**src/rtl/lsu_byte_sequencer.sv**
```systemverilog
// Byte-serial load/store sequencer: one request becomes 1, 2 or 4 single-byte memory accesses.
// Optional macro LSU_MISALIGN_TRAP_EN rejects misaligned halfword/word requests.
module lsu_byte_sequencer #(
  parameter int DATA_WIDTH = 32,
  parameter int ADDR_WIDTH = 17
) (
  input  logic                  clk,
  input  logic                  rst,
  input  logic                  req_valid,
  output logic                  req_ready,
  input  logic                  req_write,
  input  logic [2:0]            req_size,
  input  logic [ADDR_WIDTH-1:0] req_addr,
  input  logic [DATA_WIDTH-1:0] req_wdata,
  output logic                  rsp_valid,
  output logic [DATA_WIDTH-1:0] rsp_rdata,
  output logic                  rsp_err,
  output logic [ADDR_WIDTH-1:0] mem_addr,
  output logic                  mem_we,
  output logic [7:0]            mem_wdata,
  input  logic [7:0]            mem_rdata
);

  typedef enum logic [1:0] {IDLE, XFER, RESP} state_t;

  state_t                  state_q, state_d;
  logic                    write_q, write_d;
  logic [2:0]              size_q, size_d;
  logic [DATA_WIDTH-1:0]   wdata_q, wdata_d;
  logic [1:0]              idx_q, idx_d;
  logic [DATA_WIDTH-1:0]   asm_q, asm_d;
  logic [ADDR_WIDTH-1:0]   mem_addr_q, mem_addr_d;
  logic                    mem_we_q, mem_we_d;
  logic [7:0]              mem_wdata_q, mem_wdata_d;
  logic                    rsp_valid_q, rsp_valid_d;
  logic                    rsp_err_q, rsp_err_d;
  logic [DATA_WIDTH-1:0]   rsp_rdata_q, rsp_rdata_d;
  logic                    misalign;

  function automatic logic [1:0] last_index(input logic [2:0] sz);
    case (sz[1:0])
      2'b00:   last_index = 2'd0;
      2'b01:   last_index = 2'd1;
      default: last_index = 2'd3;
    endcase
  endfunction

  function automatic logic size_illegal(input logic wr, input logic [2:0] sz);
    case (sz)
      3'b000, 3'b001, 3'b010: size_illegal = 1'b0;
      3'b100, 3'b101:         size_illegal = wr;
      default:                size_illegal = 1'b1;
    endcase
  endfunction

  function automatic logic [DATA_WIDTH-1:0] extend_load(input logic [DATA_WIDTH-1:0] w,
                                                        input logic [2:0] sz);
    case (sz)
      3'b000:  extend_load = {{(DATA_WIDTH-8){w[7]}}, w[7:0]};
      3'b001:  extend_load = {{(DATA_WIDTH-16){w[15]}}, w[15:0]};
      3'b100:  extend_load = {{(DATA_WIDTH-8){1'b0}}, w[7:0]};
      3'b101:  extend_load = {{(DATA_WIDTH-16){1'b0}}, w[15:0]};
      default: extend_load = w;
    endcase
  endfunction

`ifdef LSU_MISALIGN_TRAP_EN
  assign misalign = ((req_size[1:0] == 2'b01) && req_addr[0]) ||
                    ((req_size == 3'b010) && (req_addr[1:0] != 2'b00));
`else
  assign misalign = 1'b0;
`endif

  // Reset must cut the byte strobe in the very cycle it arrives, so mem_we is gated here.
  assign req_ready = (state_q == IDLE) && !rst;
  assign mem_we    = mem_we_q && !rst;
  assign mem_addr  = mem_addr_q;
  assign mem_wdata = mem_wdata_q;
  assign rsp_valid = rsp_valid_q;
  assign rsp_err   = rsp_err_q;
  assign rsp_rdata = rsp_rdata_q;

  always_comb begin
    state_d     = state_q;
    write_d     = write_q;
    size_d      = size_q;
    wdata_d     = wdata_q;
    idx_d       = idx_q;
    asm_d       = asm_q;
    mem_addr_d  = '0;
    mem_we_d    = 1'b0;
    mem_wdata_d = 8'h00;
    rsp_valid_d = 1'b0;
    rsp_err_d   = 1'b0;
    rsp_rdata_d = '0;
    case (state_q)
      IDLE: begin
        if (req_valid && req_ready) begin
          write_d = req_write;
          size_d  = req_size;
          wdata_d = req_wdata;
          idx_d   = 2'd0;
          asm_d   = '0;
          if (size_illegal(req_write, req_size) || misalign) begin
            state_d     = RESP;
            rsp_valid_d = 1'b1;
            rsp_err_d   = 1'b1;
          end else begin
            state_d     = XFER;
            mem_addr_d  = req_addr;
            mem_we_d    = req_write;
            mem_wdata_d = req_wdata[7:0];
          end
        end
      end
      XFER: begin
        if (!write_q) asm_d[{idx_q, 3'b000} +: 8] = mem_rdata;
        if (idx_q == last_index(size_q)) begin
          state_d     = RESP;
          rsp_valid_d = 1'b1;
          rsp_rdata_d = write_q ? '0 : extend_load(asm_d, size_q);
        end else begin
          // Address increments wrap naturally at the top of the byte space.
          idx_d       = idx_q + 2'd1;
          mem_addr_d  = mem_addr_q + ADDR_WIDTH'(1);
          mem_we_d    = write_q;
          mem_wdata_d = wdata_q[{idx_d, 3'b000} +: 8];
        end
      end
      RESP: state_d = IDLE;
      default: state_d = IDLE;
    endcase
  end

  always_ff @(posedge clk) begin
    write_q <= write_d;
    size_q  <= size_d;
    wdata_q <= wdata_d;
    idx_q   <= idx_d;
    asm_q   <= asm_d;
    if (rst) begin
      state_q     <= IDLE;
      mem_addr_q  <= '0;
      mem_we_q    <= 1'b0;
      mem_wdata_q <= 8'h00;
      rsp_valid_q <= 1'b0;
      rsp_err_q   <= 1'b0;
      rsp_rdata_q <= '0;
    end else begin
      state_q     <= state_d;
      mem_addr_q  <= mem_addr_d;
      mem_we_q    <= mem_we_d;
      mem_wdata_q <= mem_wdata_d;
      rsp_valid_q <= rsp_valid_d;
      rsp_err_q   <= rsp_err_d;
      rsp_rdata_q <= rsp_rdata_d;
    end
  end

endmodule

```
**config.mk**
```make
export PLATFORM = sky130hd
export DESIGN_NAME = lsu_byte_sequencer
export DESIGN_NICKNAME = d
export VERILOG_FILES = /design/src/rtl/lsu_byte_sequencer.sv
export SDC_FILE = /design/constraint.sdc
export NUM_CORES = 1
export LEC_CHECK = 0
export BUFFER_PORTS_ARGS = -buffer_cell sky130_fd_sc_hd__buf_2
export CORE_ASPECT_RATIO = 0.7
export CORE_MARGIN = 2
export CORE_UTILIZATION = 25
export DETAILED_ROUTE_END_ITERATION = 10
export HOLD_SLACK_MARGIN = 0.08
export PLACE_DENSITY = 0.54
export SYNTH_ARGS = -nofsm -noshare
export SYNTH_HDL_FRONTEND = slang
export SYNTH_SLANG_ARGS = --single-unit
```
**constraint.sdc**
```tcl
create_clock -name clk -period 2.6 [get_ports clk]
set_input_delay 0.26 -clock clk [delete_from_list [all_inputs] [get_ports clk]]
set_output_delay 0.26 -clock clk [all_outputs]
set_load 0.03 [all_outputs]
```
* After elaboration in Yosys (flattened, before gate mapping)
Index checks and enable logic that the tools add are counted.
W data, S select, Z words.
** Cells by class
- Add/subtract/negate cells :: 3
- Eq/ne operators :: 13
- Shifts and indexed selects :: 3
- Multiplexer cells :: 33
- Bitwise logic cells :: 3
- Reductions and logical operators :: 17
** Operators by type and width (number)
- $pmux W32 S4 :: 1
- $mux W32 :: 2
- $pmux W32 S2 :: 1
- $mux W17 :: 3
- $pmux W17 S2 :: 1
- $bwmux W32 :: 1
- $shift A8 B7 Y32 const A :: 1
- $shiftx A32 B6 Y8 :: 1
- $shiftx A8 B7 Y32 :: 1
- $mux W8 :: 3
- $add A17 B1 Y17 const B :: 1
- $pmux W8 S2 :: 1
- $eq A3 B3 Y1 const B :: 4
- $mux W2 :: 6
- $pmux W2 S2 :: 3
- $mux W1 :: 8
- $neg A5 Y7 :: 1
- $eq A3 B1 Y1 const B :: 2
- $logic_not A3 Y1 :: 2
- $pmux W1 S2 :: 3
- $reduce_and A2 Y1 :: 3
- $eq A2 B1 Y1 const B :: 2
- $logic_not A2 Y1 :: 2
- $ne A2 B2 Y1 const B :: 2
- other kinds (12) :: 17
** Word-level totals
- Bits in registers :: 132
- Input port bits :: 64
- Output and inout port bits :: 61
- Logic and storage cells :: 84

* Logic depth before layout (Yosys ltp)
- Depth in word-level cells :: 8
- Depth in mapped cells :: 10
- Gate-level depth less buffers :: 6

* Worst setup path after synthesis
No wires, ideal clock.
- Kind :: register to register
- From :: register idx_q[0]
- To :: register rsp_rdata_q[22], in the netlist rsp_rdata[22]
- Library setup time :: 0.119 ns
- Arrival time :: 2.357 ns
- Data required time :: 2.481 ns
- Setup slack :: 0.124 ns
- Cell stages (with the launch flop) :: 11
- Buffers on the path :: 4
- Cell sequence :: edfxtp_1 > buf_6 > buf_2 > inv_1 > ha_1 > and3b_1 > clkbuf_1 > a32o_1 > a2bb2oi_2 > buf_4 > a21oi_2
** Between the ends
- Cells in the longest elaborated chain, start to end :: 5
** RTL lines
- start, declared :: RTL line 30 : logic [1:0] idx_q, idx_d;
- start signal, assigned :: RTL line 139 : idx_q <= idx_d;
- $neg A5 Y7 :: RTL line 117 : if (!write_q) asm_d[{idx_q, 3'b000} +: 8] = mem_rdata;
- $shiftx A8 B7 Y32 / $shift A8 B7 Y32 (equally long branches) :: RTL line 117
- $bwmux W32 :: RTL line 117
- $mux W32 :: RTL line 117
- $pmux W32 S4 :: RTL line 58 : case (sz)
- end signal, assigned :: RTL line 156 : rsp_rdata_q <= rsp_rdata_d;
- end, declared :: RTL line 37 : logic [DATA_WIDTH-1:0] rsp_rdata_q, rsp_rdata_d;
Several ways; a longest one is shown, not always the timed one.
A chain may end at the register's enable or synchronous reset.

* Worst setup path after layout
- From :: register idx_q[1]
- To :: register rsp_rdata_q[21], in the netlist rsp_rdata[21]
The elaborated chain is that of the path after synthesis.

==> results.cfg <==
[sta]
tightest_slew_ns = 0.8131
period_needed_ns = 2.254
maxSlewViolCount = 0
period_share = 0.8670
rsz0062_at_grt = no
final-setup-viol-count = 0
fmax_mhz = 443.6
slew_headroom = 0.4568
hold_viol = 0
finClkSkew_ns = 0.008548
finalSetupTns_ns = 0

[synthesis]
yosysWarnings = 0
synth.cell_area_sq_um = 5399
synthesis.instances = 452
synth-seq-cells = 132
postSynthAreaPerCell_sq_um = 11.94
ys_types = 43
syn_nets = 522
yosysSeqAreaShare = 0.6192

[global_routing]
grtUsageMet1 = 0.1727
grt_max_degree = 37
grt_pass1_wl_microns = 23090
use_met3 = 0.03302
track_usage = 0.1310
grt_pass1_vias = 4282
use_met2 = 0.2096
top_usage_layer = met2
antenna_found_initial = 0
grt_overflow = 0

[clock_network]
cts_buffer_depth = 2
clkTransAtPathRegs_ns = 0.06
cts_buffers = 17
root_buffer = clkbuf_16
clock_latency_ns = 0.42
htree_levels = 4
cts_tree = yes
cts_num_sinks = 132
cts_resized = 0

[routing]
drtIter0Drc = 259
antenna_left = 0
detail_route.wl_per_cell_microns = 16.09
first_pass_iters = 5
vias = 4179
viasPerCell = 4.562
drt_wl_total_microns = 14740
drc = 0

[critical_path]
timing.rr.end = rsp_rdata[21]
worstSetupStartpoint = idx_q[1]
crit_required_ns = 2.95
worst-r2r-cell-count = 7
r2r-start = idx_q[1]
crit_fanout = 16
crit_type = flip-flop to flip-flop
critPathLaunchType = flip-flop
worst_setup_path_end_kind = flip-flop
crit_path_end = rsp_rdata[21]
arrival_ns = 2.60
reg2reg_slack_ns = 0.35

[placed_design]
hpwl_microns = 10020
place_congestion = 0.7974
placed_area_sq_um = 6331
dp_cells = 836
numPortBuffers = 124

[finish]
drive_gt1_frac = 0.3094
nets = 697
antennaDiodeCount = 0
nFillCells = 2035
mostFrequentLayoutCells = buf_2, edfxtp_1, nor2_1
area_growth_pct = 36.99
final_common_cell = buf_2
postLayoutCellArea_sq_um = 7396
stdcell_count = 916

[floorplanning]
fp.dieH_microns = 127.0
die_width_microns = 179.6
num_rows = 44
ios = 125
start_util = 0.2574
coreArea_sq_um = 20980
fp.dieArea_sq_um = 22810

[hold_path]
holdCritPathClass = primary input to flip-flop

[pwr]
vdd_drop_max_v = 0.0004202
powerDensity_nw_per_um2 = 696.4
p_leak_nw = 2.827
p_total_w = 0.005151

[job]
max_cap_violations = 0

[outcome]
outcome = finished, final reports clean
[synth_stat cells, drive strengths merged]
library cell  number  area share
edfxtp            70        0.39
nor2              64       0.044
dfxtp             62        0.23
a21oi             30       0.036
a22oi             22       0.031
nand2             20       0.014
nand2b            20       0.023
a32oi             19       0.031
clkbuf            18       0.013
o21a              13       0.018
buf               12       0.016
o21ai             12       0.011
nand3             11       0.010
nor3              10      0.0093
xnor2              9       0.015
mux4               8       0.033
inv                7      0.0049
ha                 6       0.014
nor4               6      0.0081
nor2b              5      0.0058
nand4              4      0.0046
nor3b              4      0.0065
and2               3      0.0035
a21bo              2      0.0037
o31a               2      0.0032
xor2               2      0.0032
a2bb2oi            1      0.0028
a32o               1      0.0019
and3b              1      0.0016
nor4b              1      0.0016
nor4bb             1      0.0019
o21ba              1      0.0019
o311a              1      0.0019
or2                1      0.0012
or3                1      0.0012
or4                1      0.0014
or4b               1      0.0019
[state kept, by name, indices dropped and copies added, names as in the netlist]
| register | flops |
|---|---|
| state_q | 2 |
| mem_wdata | 8 |
| rsp_rdata | 32 |
| idx_q | 2 |
| mem_we_q | 1 |
| asm_q | 32 |
| rsp_valid | 1 |
| size_q | 3 |
| wdata_q | 32 |
| rsp_err | 1 |
| mem_addr | 17 |
| write_q | 1 |
[report_power, final]
group	internal (W)	switching (W)
logic	0.000204	0.000269
clock network	0.00136	0.000991
registers	0.00229	0.0000384
total	0.00385	0.00130
[final cells by class]
type	count	area [sq um]	area share
Clock inverter	13	108.9	0.01472
Timing Repair Buffer	186	1219	0.1648
Multi-Input combinational cell	283	1878	0.2539
Clock buffer	19	475.5	0.06429
Inverter	7	26.28	0.003553
Tap cell	276	345.3	0.04669
Sequential cell	132	3343	0.4520
[layer usage]
metal	vias to the layer above	wire length, microns	share of wire
met5	-	0	0
met4	0	184	0.012
met3	12	1028	0.070
met2	140	6873	0.47
met1	2009	6648	0.45
li1	2018	-	-
[what timing repair did]
item | in CTS | in global routing
hold buffers | 48 | 0
hold endpoints to repair | 48 | 0
buffers inserted | 0 | 0
[worst max-delay path, cell delays in order, from the launching register on]
cell,delay [ns]
edfxtp_1,0.46
inv_1,0.14
ha_1,0.19
nor3b_1,0.64
a32o_1,0.32
a2bb2oi_2,0.07
buf_4,0.22
a21oi_2,0.15
[worst min path at each step]
stage,startpoint,depth (start not counted),end
2_1_floorplan,rst,1,state_q[0]
5_1_grt,req_addr[0],3,mem_addr[0]
3_3_place_gp,req_wdata[31],1,wdata_q[31]
4_1_cts,rst,2,state_q[0]
3_5_place_dp,req_wdata[9],1,wdata_q[9]
6_report,rst,2,state_q[0]
[cell families after synthesis]
family / after synthesis / synth area share
AND/OR/NAND/NOR: 154 / 0.1402
XOR/XNOR: 11 / 0.01785
AO/OA/AOI/OAI: 104 / 0.1421
buffers and inverters: 37 / 0.03337
multiplexers: 8 / 0.03337
flip-flops: 132 / 0.6192
adder cells (fa/ha/maj): 6 / 0.01390
[through the flow]
step	worst slack (ns)	hold slack (ns)	utilization
final	0.3457	0.1021	0.3526
after global routing	0.1438	0.09105	0.3526
after floorplan	0.1239	0.3324	-
after CTS	0.3811	0.08503	0.3526
after detailed placement	0.3977	0.4381	0.3018
after global placement	0.4357	0.4374	0.3018
Power figures use the tool's default switching activity.
